==> src/rtl/kim1_led_capture.sv <==
// kim1_led_capture: de-multiplexes the KIM-1 seven-segment scan into a
// flicker-free frame buffer with dwell filtering and persistence decay.
//
// Ports:
//   phi2         RRIOT bus clock
//   rst          asynchronous reset, active-high
//   pao, ddra    port A output / direction registers (segments on PA6..PA0)
//   pbo, ddrb    port B output / direction registers (digit code on PB4..PB1)
//   digit_seg    captured segments, digit i in [7i+6:7i], bit 0 = segment a
//   digit_lit    1 = digit i holds a live capture
//   sel_digit    registered decoded digit index, 7 = no valid select
//   frame_strobe one-cycle pulse once every digit has been captured
module kim1_led_capture #(
  parameter int NUM_DIGITS = 6,
  parameter int SEL_BASE   = 4,
  parameter int MIN_DWELL  = 8,
  parameter int PERSIST    = 20000
) (
  input  logic                    phi2,
  input  logic                    rst,
  input  logic [7:0]              pao,
  input  logic [7:0]              ddra,
  input  logic [7:0]              pbo,
  input  logic [7:0]              ddrb,
  output logic [7*NUM_DIGITS-1:0] digit_seg,
  output logic [NUM_DIGITS-1:0]   digit_lit,
  output logic [2:0]              sel_digit,
  output logic                    frame_strobe
);

  localparam int CW = $clog2(MIN_DWELL + 1);
  localparam int PW = $clog2(PERSIST + 1);

  localparam logic [4:0] SEL_LO =
    5'(SEL_BASE);
  localparam logic [4:0] SEL_HI =
    5'(SEL_BASE + NUM_DIGITS);

  localparam logic [CW-1:0] DWELL_END =
    CW'(MIN_DWELL);
  localparam logic [CW-1:0] CNT_ONE = CW'(1);

  localparam logic [PW-1:0] P_LOAD = PW'(PERSIST);
  localparam logic [PW-1:0] P_ONE  = PW'(1);

  localparam logic [NUM_DIGITS-1:0] ALL_SEEN = '1;

  typedef enum logic [1:0] {
    IDLE,
    DWELL,
    HELD
  } state_t;

  // ------------------------------------------------------------
  // Effective select and segments
  // ------------------------------------------------------------
  logic [4:0] code;
  logic       sel_ok;
  logic [2:0] idx;
  logic [6:0] seg;
  logic       unused_bits;

  assign code = {1'b0, pbo[4:1]};

  // All four select lines must be driven as outputs, otherwise the
  // code on PB4..PB1 is not what the software intends to show.
  assign sel_ok = (ddrb[4:1] == 4'hF) &&
                  (code >= SEL_LO) &&
                  (code < SEL_HI);

  assign idx = 3'(code - SEL_LO);

  // Lines configured as inputs cannot sink segment current.
  assign seg = pao[6:0] & ddra[6:0];

  assign unused_bits = ^{pao[7], ddra[7],
                         pbo[7:5], pbo[0],
                         ddrb[7:5], ddrb[0]};

  // ------------------------------------------------------------
  // Capture FSM
  // ------------------------------------------------------------
  state_t        state;
  logic [2:0]    cand_idx;
  logic [6:0]    cand_seg;
  logic [CW-1:0] cnt;

  logic [CW-1:0] cnt_inc;
  logic          same;
  logic          tracking;
  logic          do_cap;
  logic          do_ref;

  always_comb begin
    cnt_inc  = cnt + CNT_ONE;
    same     = (idx == cand_idx) &&
               (seg == cand_seg);
    tracking = sel_ok && same &&
               (state != IDLE);
    do_cap   = tracking &&
               (state == DWELL) &&
               (cnt_inc == DWELL_END);
    do_ref   = tracking &&
               (state == HELD);
  end

  always_ff @(posedge phi2 or posedge rst) begin
    if (rst) begin
      state     <= IDLE;
      cand_idx  <= '0;
      cand_seg  <= '0;
      cnt       <= '0;
      sel_digit <= 3'd7;
    end else begin
      sel_digit <= sel_ok ? idx : 3'd7;
      if (!sel_ok) begin
        state <= IDLE;
      end else if (state == IDLE || !same) begin
        // New candidate: the dwell starts over.
        state    <= DWELL;
        cand_idx <= idx;
        cand_seg <= seg;
        cnt      <= CNT_ONE;
      end else begin
        case (state)
          DWELL: begin
            cnt <= cnt_inc;
            if (cnt_inc == DWELL_END)
              state <= HELD;
          end
          default: begin
            state <= state;
          end
        endcase
      end
    end
  end

  // ------------------------------------------------------------
  // Per-digit frame buffer, persistence and frame tracking
  // ------------------------------------------------------------
  logic [NUM_DIGITS-1:0] cap_mask;
  logic [NUM_DIGITS-1:0] touch_mask;
  logic [NUM_DIGITS-1:0] seen;
  logic [PW-1:0]         persist [NUM_DIGITS];
  logic                  seen_all;

  always_comb begin
    cap_mask   = '0;
    touch_mask = '0;
    for (int i = 0; i < NUM_DIGITS; i++) begin
      if (cand_idx == 3'(i)) begin
        cap_mask[i]   = do_cap;
        touch_mask[i] = do_cap | do_ref;
      end
    end
  end

  assign seen_all = (seen == ALL_SEEN);

  always_ff @(posedge phi2 or posedge rst) begin
    if (rst) begin
      digit_seg    <= '0;
      digit_lit    <= '0;
      frame_strobe <= 1'b0;
      seen         <= '0;
      for (int i = 0; i < NUM_DIGITS; i++)
        persist[i] <= '0;
    end else begin
      frame_strobe <= seen_all;
      // A capture in the clearing cycle belongs to the new round.
      seen <= (seen_all ? '0 : seen) | cap_mask;
      for (int i = 0; i < NUM_DIGITS; i++) begin
        if (touch_mask[i]) begin
          // Refresh beats expiry on the same cycle.
          persist[i] <= P_LOAD;
          if (cap_mask[i]) begin
            digit_seg[7*i +: 7] <= cand_seg;
            digit_lit[i]        <= 1'b1;
          end
        end else if (persist[i] != '0) begin
          persist[i] <= persist[i] - P_ONE;
          if (persist[i] == P_ONE) begin
            digit_seg[7*i +: 7] <= 7'h00;
            digit_lit[i]        <= 1'b0;
          end
        end
      end
    end
  end

endmodule

==> config.mk <==
export PLATFORM = sky130hd
export DESIGN_NAME = kim1_led_capture
export DESIGN_NICKNAME = d
export VERILOG_FILES = /design/src/rtl/kim1_led_capture.sv
export SDC_FILE = /design/constraint.sdc
export NUM_CORES = 1
export LEC_CHECK = 0
export CORE_MARGIN = 3
export CORE_UTILIZATION = 50
export CTS_CLUSTER_SIZE = 14
export DETAILED_ROUTE_END_ITERATION = 8
export GPL_TIMING_DRIVEN = 0
export PLACE_DENSITY = 0.72
export SLEW_MARGIN = 20
export SYNTH_ARGS = -nofsm -noshare
export SYNTH_HDL_FRONTEND = slang
export SYNTH_SLANG_ARGS = --single-unit
==> constraint.sdc <==
create_clock -name phi2 -period 7.82 [get_ports phi2]
set_clock_uncertainty 0.05 [all_clocks]
set_input_delay 2.346 -clock phi2 [delete_from_list [all_inputs] [get_ports phi2]]
set_output_delay 2.346 -clock phi2 [all_outputs]
set_load 0.01 [all_outputs]
==> results of run 1 <==
area by class of cell:
type / instances / share of cell area [%]
Tap cell: 211 / 2.75
Inverter: 20 / 0.862
Buffer: 22 / 1.01
Clock buffer: 24 / 4.92
Sequential cell: 164 / 42.9
Multi-Input combinational cell: 602 / 38.7
Clock inverter: 8 / 0.809
Timing Repair Buffer: 76 / 8.12
sequential cells by signal, indices dropped and copies added, names as in the netlist:
signal        flops
digit_seg        42
frame_strobe      1
state             2
seen              6
persist          90
cand_idx          3
cand_seg          7
cnt               4
sel_digit         3
digit_lit         6
power breakdown:
| group | leakage [uW] | switching (uW) | internal, uW |
|---|---|---|---|
| sequential | 0.00189 | 6.10 | 859 |
| clock | 0.000264 | 327 | 455 |
| combinational | 0.00165 | 71.0 | 37.1 |
| total | 0.00380 | 404 | 1350 |
through the flow:
step | util [%] | std cells | hold slack [ps]
2_1_floorplan | - | 808 | 389
4_1_cts | 62.1 | 1127 | 429
3_3_place_gp | 58.3 | 1094 | 403
6_report | 62.1 | 1127 | 425
3_5_place_dp | 58.6 | 1095 | 414
5_1_grt | 62.1 | 1127 | 446
worst min-delay path, cell delays in order (launching register included):
cell,delay [ps]
dfrtp_1,330
nand2_1,50
nand2_1,60
layer usage:
metal | GRT usage (%) | vias to the layer above
li1 | - | 3005
met3 | 4.58 | 16
met2 | 34.7 | 103
met1 | 28.3 | 3019
met4 | 5.89 | 0
met5 | 0 | -
worst paths after layout:
check / start / to / depth (start not counted)
worst max-delay path: pbo[3] / digit_seg[27] / 8
worst min-delay path: seen[3] / seen[3] / 2
worst max register to register: cand_seg[0] / digit_seg[27] / 7
worst min register to register: seen[3] / seen[3] / 2
max in group asynchronous: rst / digit_seg[24] / 3
min in group asynchronous: rst / persist[7] / 2
cell usage in the layout, fill, tap and decap left out, types with 4 or more instances in the layout:
| cell | synthesis | final |
|---|---|---|
| a211o_1 | 4 | 4 |
| a21bo_2 | 6 | 6 |
| a21o_1 | 5 | 5 |
| a21oi_1 | 24 | 24 |
| a22o_1 | 15 | 15 |
| and4_1 | 12 | 12 |
| buf_2 | 5 | 5 |
| clkbuf_1 | 16 | 21 |
| clkbuf_16 | 0 | 17 |
| clkdlybuf4s50_1 | 0 | 75 |
| dfrtp_1 | 161 | 161 |
| ha_1 | 14 | 14 |
| inv_1 | 20 | 19 |
| mux2i_1 | 30 | 30 |
| nand2_1 | 77 | 77 |
| nand2b_1 | 9 | 9 |
| nand3_1 | 15 | 15 |
| nand3b_1 | 9 | 9 |
| nand4_1 | 10 | 10 |
| nor2_1 | 137 | 137 |
| nor2b_1 | 10 | 10 |
| nor3_1 | 43 | 43 |
| nor3b_1 | 5 | 5 |
| nor4_1 | 12 | 12 |
| o21ai_0 | 31 | 31 |
| o31ai_1 | 4 | 4 |
| or3_1 | 17 | 17 |
| or4_1 | 8 | 8 |
| xnor2_1 | 45 | 45 |
| xor2_1 | 19 | 19 |
kinds of logic (layout without fill, tap and decap cells):
group	after synthesis	after routing	synth area share [%]
simple gates	382	382	24.0
buf+inv	42	150	2.15
compound gates	111	111	9.26
xor+xnor	64	64	7.02
mux	31	31	3.90
fa+ha+maj	14	14	2.19
flops	164	164	51.4
==> impl_results.md, run 1 <==
- Gr ovfl total: 0
- Dpl ws: ~2500 ps
- CP Buf/Inv Count: 2
- Tightest Pin Transition: between 1000 and 1500 ps
- First-pass GRT wire length: between 30 and 40 mm
- Final hold vios: 0
- Min Tclk post-route: 4870 ps
- Clk_lat worst skew: 420 ps
- Most used flip-flop cell after synthesis: dfrtp_1
- Vias in the first global route: about 6000
- Antenna cell count: 0
- Worst slew margin: ~33%
- Post-synth top area share: between 50% and 60%
- Crit. End Element: flop
- Flop2flop setup slack: around 4700 ps
- Fill count: roughly 1300
- Max_cap viols: 0
- Crit Path Category: in -> reg
- Mapped cell area: around 8000 um2
- DP HPWL: approximately 13 mm
- Largest net degree at the start of global routing: 99
- WL/cell: approximately 16 um
- Slowest-stage cell, CP: nand4_1
- H-tree depth: 4
- Largest area contributor in the netlist: dfrtp_1
- I/O Buffers: 75
- FFs w/ async S/R, synth: 100%
- CTS max path bufs: 2
- Initial antenna violation count: 0
- Floorplan row count: 45
- Clk root buf: clkbuf_16
- Vias: 6143
- TritonCTS buffer count: 17
- Seq/Total Area, Yosys: 51.4%
- GRT Resource Usage Total: approximately a fifth
- Die H: 132 um
- Critical-path maximum fanout: 10
- Area occupied by multi-input gates: about 3700 um2
- TritonCTS clock tree: done
- RePlAce Congestion: approximately 0.84
- I/O pins: 86
- Layout cells sized above 1: under 10%
- Syn Inst Count: around 800
- TritonCTS Sinks: about 160
- Final setup fails: 0
- Final Max Tran Viols: 0
- Top-count cell post-synth: dfrtp_1
- Final worst path period share: just over 60%
- Crit-path max cell delay: 630 ps
- Top post-synthesis cells by area: dfrtp_1, nor2_1, xnor2_1, mux2i_1, nand2_1
- Final WL: 17.9 mm
- Total Power: between 1500 and 2000 uW
- Final ANT Viol Nets: 0
- Initial DRT Pass Iterations: 4
- DRC errors left: 0
- Met3 wire length: between 600 and 700 um
- Sequential Area: a little over 4000 um2
- RSZ-0062 raised after global routing: false
- Layout Nets: 951
- DIE AREA: around 18000 um2
- CP Launch Type: input pin
- Mean Syn Cell Area: about 9.9 um2
- HP Class: reg -> reg
- DP Area: 9040 um2
- Status: completed
- Die Wd: about 130 um
- Critical Path RT: 8040 ps
- Post-synth top cells: dfrtp_1, nor2_1, nand2_1
- Crit path DAT: 5080 ps
- Finished Cell Area: between 9000 and 10000 um2
- YS warnings: 0
- CP cell instances: clkdlybuf4s50_1 -> nor3b_1 -> o21ai_0 -> clkbuf_1 -> nor3_1 -> nand4_1 -> mux2i_1 -> nor2_1
- Max IR drop VDD: between 0.1 and 0.15 mV
- DRT iter0 DRCs: between 300 and 400
- Layout area overhead: 20.0%
- Reg clk slew, reported paths: 60 ps
- FF+latch count, synth: around 160
- Max layer used: met4
- Hold-fix buffers, CTS: 0
- Gates resized, CTS repair: 0
- Syn Nets: ~860
- Met2 wire len: about 8.9 mm
- Number of synthesized flops with an enable pin: 0
- Worst Setup Slack, final: around 3000 ps
- FMAX: 205 MHz
- Largest delay contributor family on the critical path: simple AND/OR/NAND/NOR gates
- Library cells used by synthesis: 54
- P per Cell Area: about 180 nW/um2
- Initial core utilization: about half
- Post-CTS setup buffer count: 0
- Core Region: 15400 um2
- Lkg Pwr: 0.00380 uW
- Setup TNS: 0 ps
- Met1 wire length: 8.16 mm
- Post-DR vias/cell: 5.45
Power figures use the tool's default switching activity.
==> run 2, diff against run 1 <==
==> constraint.sdc (replaced) <==
create_clock -name phi2 -period 5 [get_ports phi2]
set_clock_uncertainty 0.05 [all_clocks]
set_input_delay 1.5 -clock phi2 [delete_from_list [all_inputs] [get_ports phi2]]
set_output_delay 1.5 -clock phi2 [all_outputs]
set_load 0.01 [all_outputs]
==> impl_results.md, run 2 (same netlist as run 1, synthesis figures left out) <==
- Initial DRT Pass Iterations: 4 (unchanged)
- Final worst path period share: ~80%
- TritonCTS Sinks: 164 (unchanged)
- Crit. End Element: flop
- CTS max path bufs: 2 (unchanged)
- Final Util: 63.1% (+0.92 points)
- Reg clk slew, reported paths: 60 ps (about the same)
- Max_cap viols: 0 (unchanged)
- Initial core utilization: 51.8% (unchanged)
- Max IR drop VDD: 0.220 mV (+53%)
- DP HPWL: 12.6 mm (+0.12%)
- Final setup fails: 0 (unchanged)
- Layout area overhead: 21.8%
- Most common cell after layout, fill and taps aside: dfrtp_1
- Sw power: 633 uW (+56%)
- Layout cells sized above 1: 7.19% (+0.75 points)
- Critical Path RT: 5220 ps (-2820 ps)
- DRC errors left: 0 (unchanged)
- Final WL: 17.6 mm (-1.5%)
- Largest net degree at the start of global routing: 35 (-65%)
- Post-DR vias/cell: 5.30 (-2.7%)
- Seq pwr share: 47.2% (-2.1 points)
- FMAX: between 200 and 250 MHz
- Switch share: 22.0% (-1.0 points)
- RePlAce Congestion: 0.848 (+1.3%)
- Lkg Pwr: 0.00387 uW (+1.7%)
- Vias in the first global route: 5939 (-0.62%)
- Max reg flops: 90 (unchanged)
- Die Wd: 132 um (unchanged)
- Dpl cells: 1099 (+0.37%)
- DRT iter0 DRCs: 360 (+8.1%)
- P per Cell Area: 295 nW/um2 (+61%)
- Clk_lat worst skew: 420 ps (about the same)
- HP Class: reg -> reg
- CP Launch Type: input pin
- TritonCTS clock tree: done
- Layout Nets: 955 (+0.42%)
- Vias: 5987 (-2.5%)
- I/O pins: 86 (unchanged)
- Critical-path maximum fanout: 10 (unchanged)
- TritonCTS buffer count: 17 (unchanged)
- Flop2flop setup slack: 2000 ps (-2660 ps)
- Final Max Tran Viols: 0 (unchanged)
- Core Region: 15400 um2 (unchanged)
- Status: completed
- Hold-fix buffers, CTS: 0 (unchanged)
- Largest Register: persist
- Gates resized, CTS repair: 0 (unchanged)
- Finished Layout Cells: 1129 (+0.18%)
- Initial antenna violation count: 0 (unchanged)
- RSZ-0062 raised after global routing: false
- H-tree depth: 4 (unchanged)
- Floorplan row count: 45 (unchanged)
- Post-CTS setup buffer count: 0 (unchanged)
- Die H: 132 um (unchanged)
- Clock Power Share: 46.7% (+2.2 points)
- Gr ovfl total: 0 (unchanged)
- Power share of the combinational group: 6.2% (about the same)
- Worst Setup Slack, final: 977 ps (-1970 ps)
- Int Pwr: 2240 uW (+66%)
- Antenna cell count: 0 (unchanged)
- Min Tclk post-route: around 4000 ps
- Clk root buf: clkbuf_16
- DIE AREA: 17500 um2 (unchanged)
- Crit Path Category: in -> reg
- Dpl ws: 571 ps (-1960 ps)
- Crit path DAT: 4250 ps (-830 ps)
- Tightest Pin Transition: 1040 ps (+35.1 ps)
- GRT Resource Usage Total: 20.9% (-0.20 points)
- Final ANT Viol Nets: 0 (unchanged)
- Largest regs: persist: 90 flops, digit_seg: 42 flops, cand_seg: 7 flops
- Most frequent cells in the layout: dfrtp_1, nor2_1, nand2_1
- First-pass GRT wire length: 29.5 mm (-1.8%)
- WL/cell: 15.6 um (-1.6%)
- Worst slew margin: 30.4% (-2.4 points)
- Final hold vios: 0 (unchanged)
- I/O Buffers: 75 (unchanged)
## run 2: critical path, stage by stage
cell and delay, ps:
clkdlybuf4s50_1 520, nor3b_1 290, o21ai_0 220, clkbuf_1 280
nor3_1 390, nand4_1 600, mux2i_1 380, nor2_1 60
## run 2: power by group through the flow
stage,clock [uW],combinational (uW),sequential [uW]
after floorplan,0,99.6,1380
after global placement,0,166,1380
after detailed placement,0,179,1380
after CTS,1370,180,1350
after global routing,1420,196,1350
final,1340,177,1350
## run 2: worst paths after layout
kind                              from  depth (start not counted)            end
setup / recovery                pbo[3]                          8  digit_seg[27]
hold / removal                 seen[0]                          1        seen[0]
setup reg to reg           cand_seg[1]                          7  digit_seg[27]
hold reg to reg                seen[0]                          1        seen[0]
max in group asynchronous          rst                          4        seen[2]
min in group asynchronous          rst                          2     persist[1]
## run 2: area by class of cell
class,count,area (um2)
Clock inverter,9,128
Clock buffer,21,480
Inverter,20,78.8
Fill cell,1306,5700
Buffer,22,96.3
Sequential cell,164,4110
Timing Repair Buffer,80,866
Multi-Input combinational cell,602,3710
Tap cell,211,264
## run 2: metrics by stage
stage | total power, uW | TNS (ps) | area [um2] | hold WS (ps)
floorplan | 1480 | 0 | 7990 | 389
global placement | 1540 | -1990 | 9000 | 407
detailed placement | 1560 | 0 | 9120 | 413
CTS | 2900 | 0 | 9730 | 437
global route | 2980 | 0 | 9730 | 448
finish | 2870 | 0 | 9730 | 435
## run 2: layer usage
metal  vias up  track usage (%)  wire length [um]  part of all wire, %
li1       3015                -                 -                    -
met1      2871             27.9              8110                   46
met2        86             34.1              8510                   48
met3        15             4.58               640                  3.6
met4         0             6.64               331                  1.9
met5         -                0                 0                    0
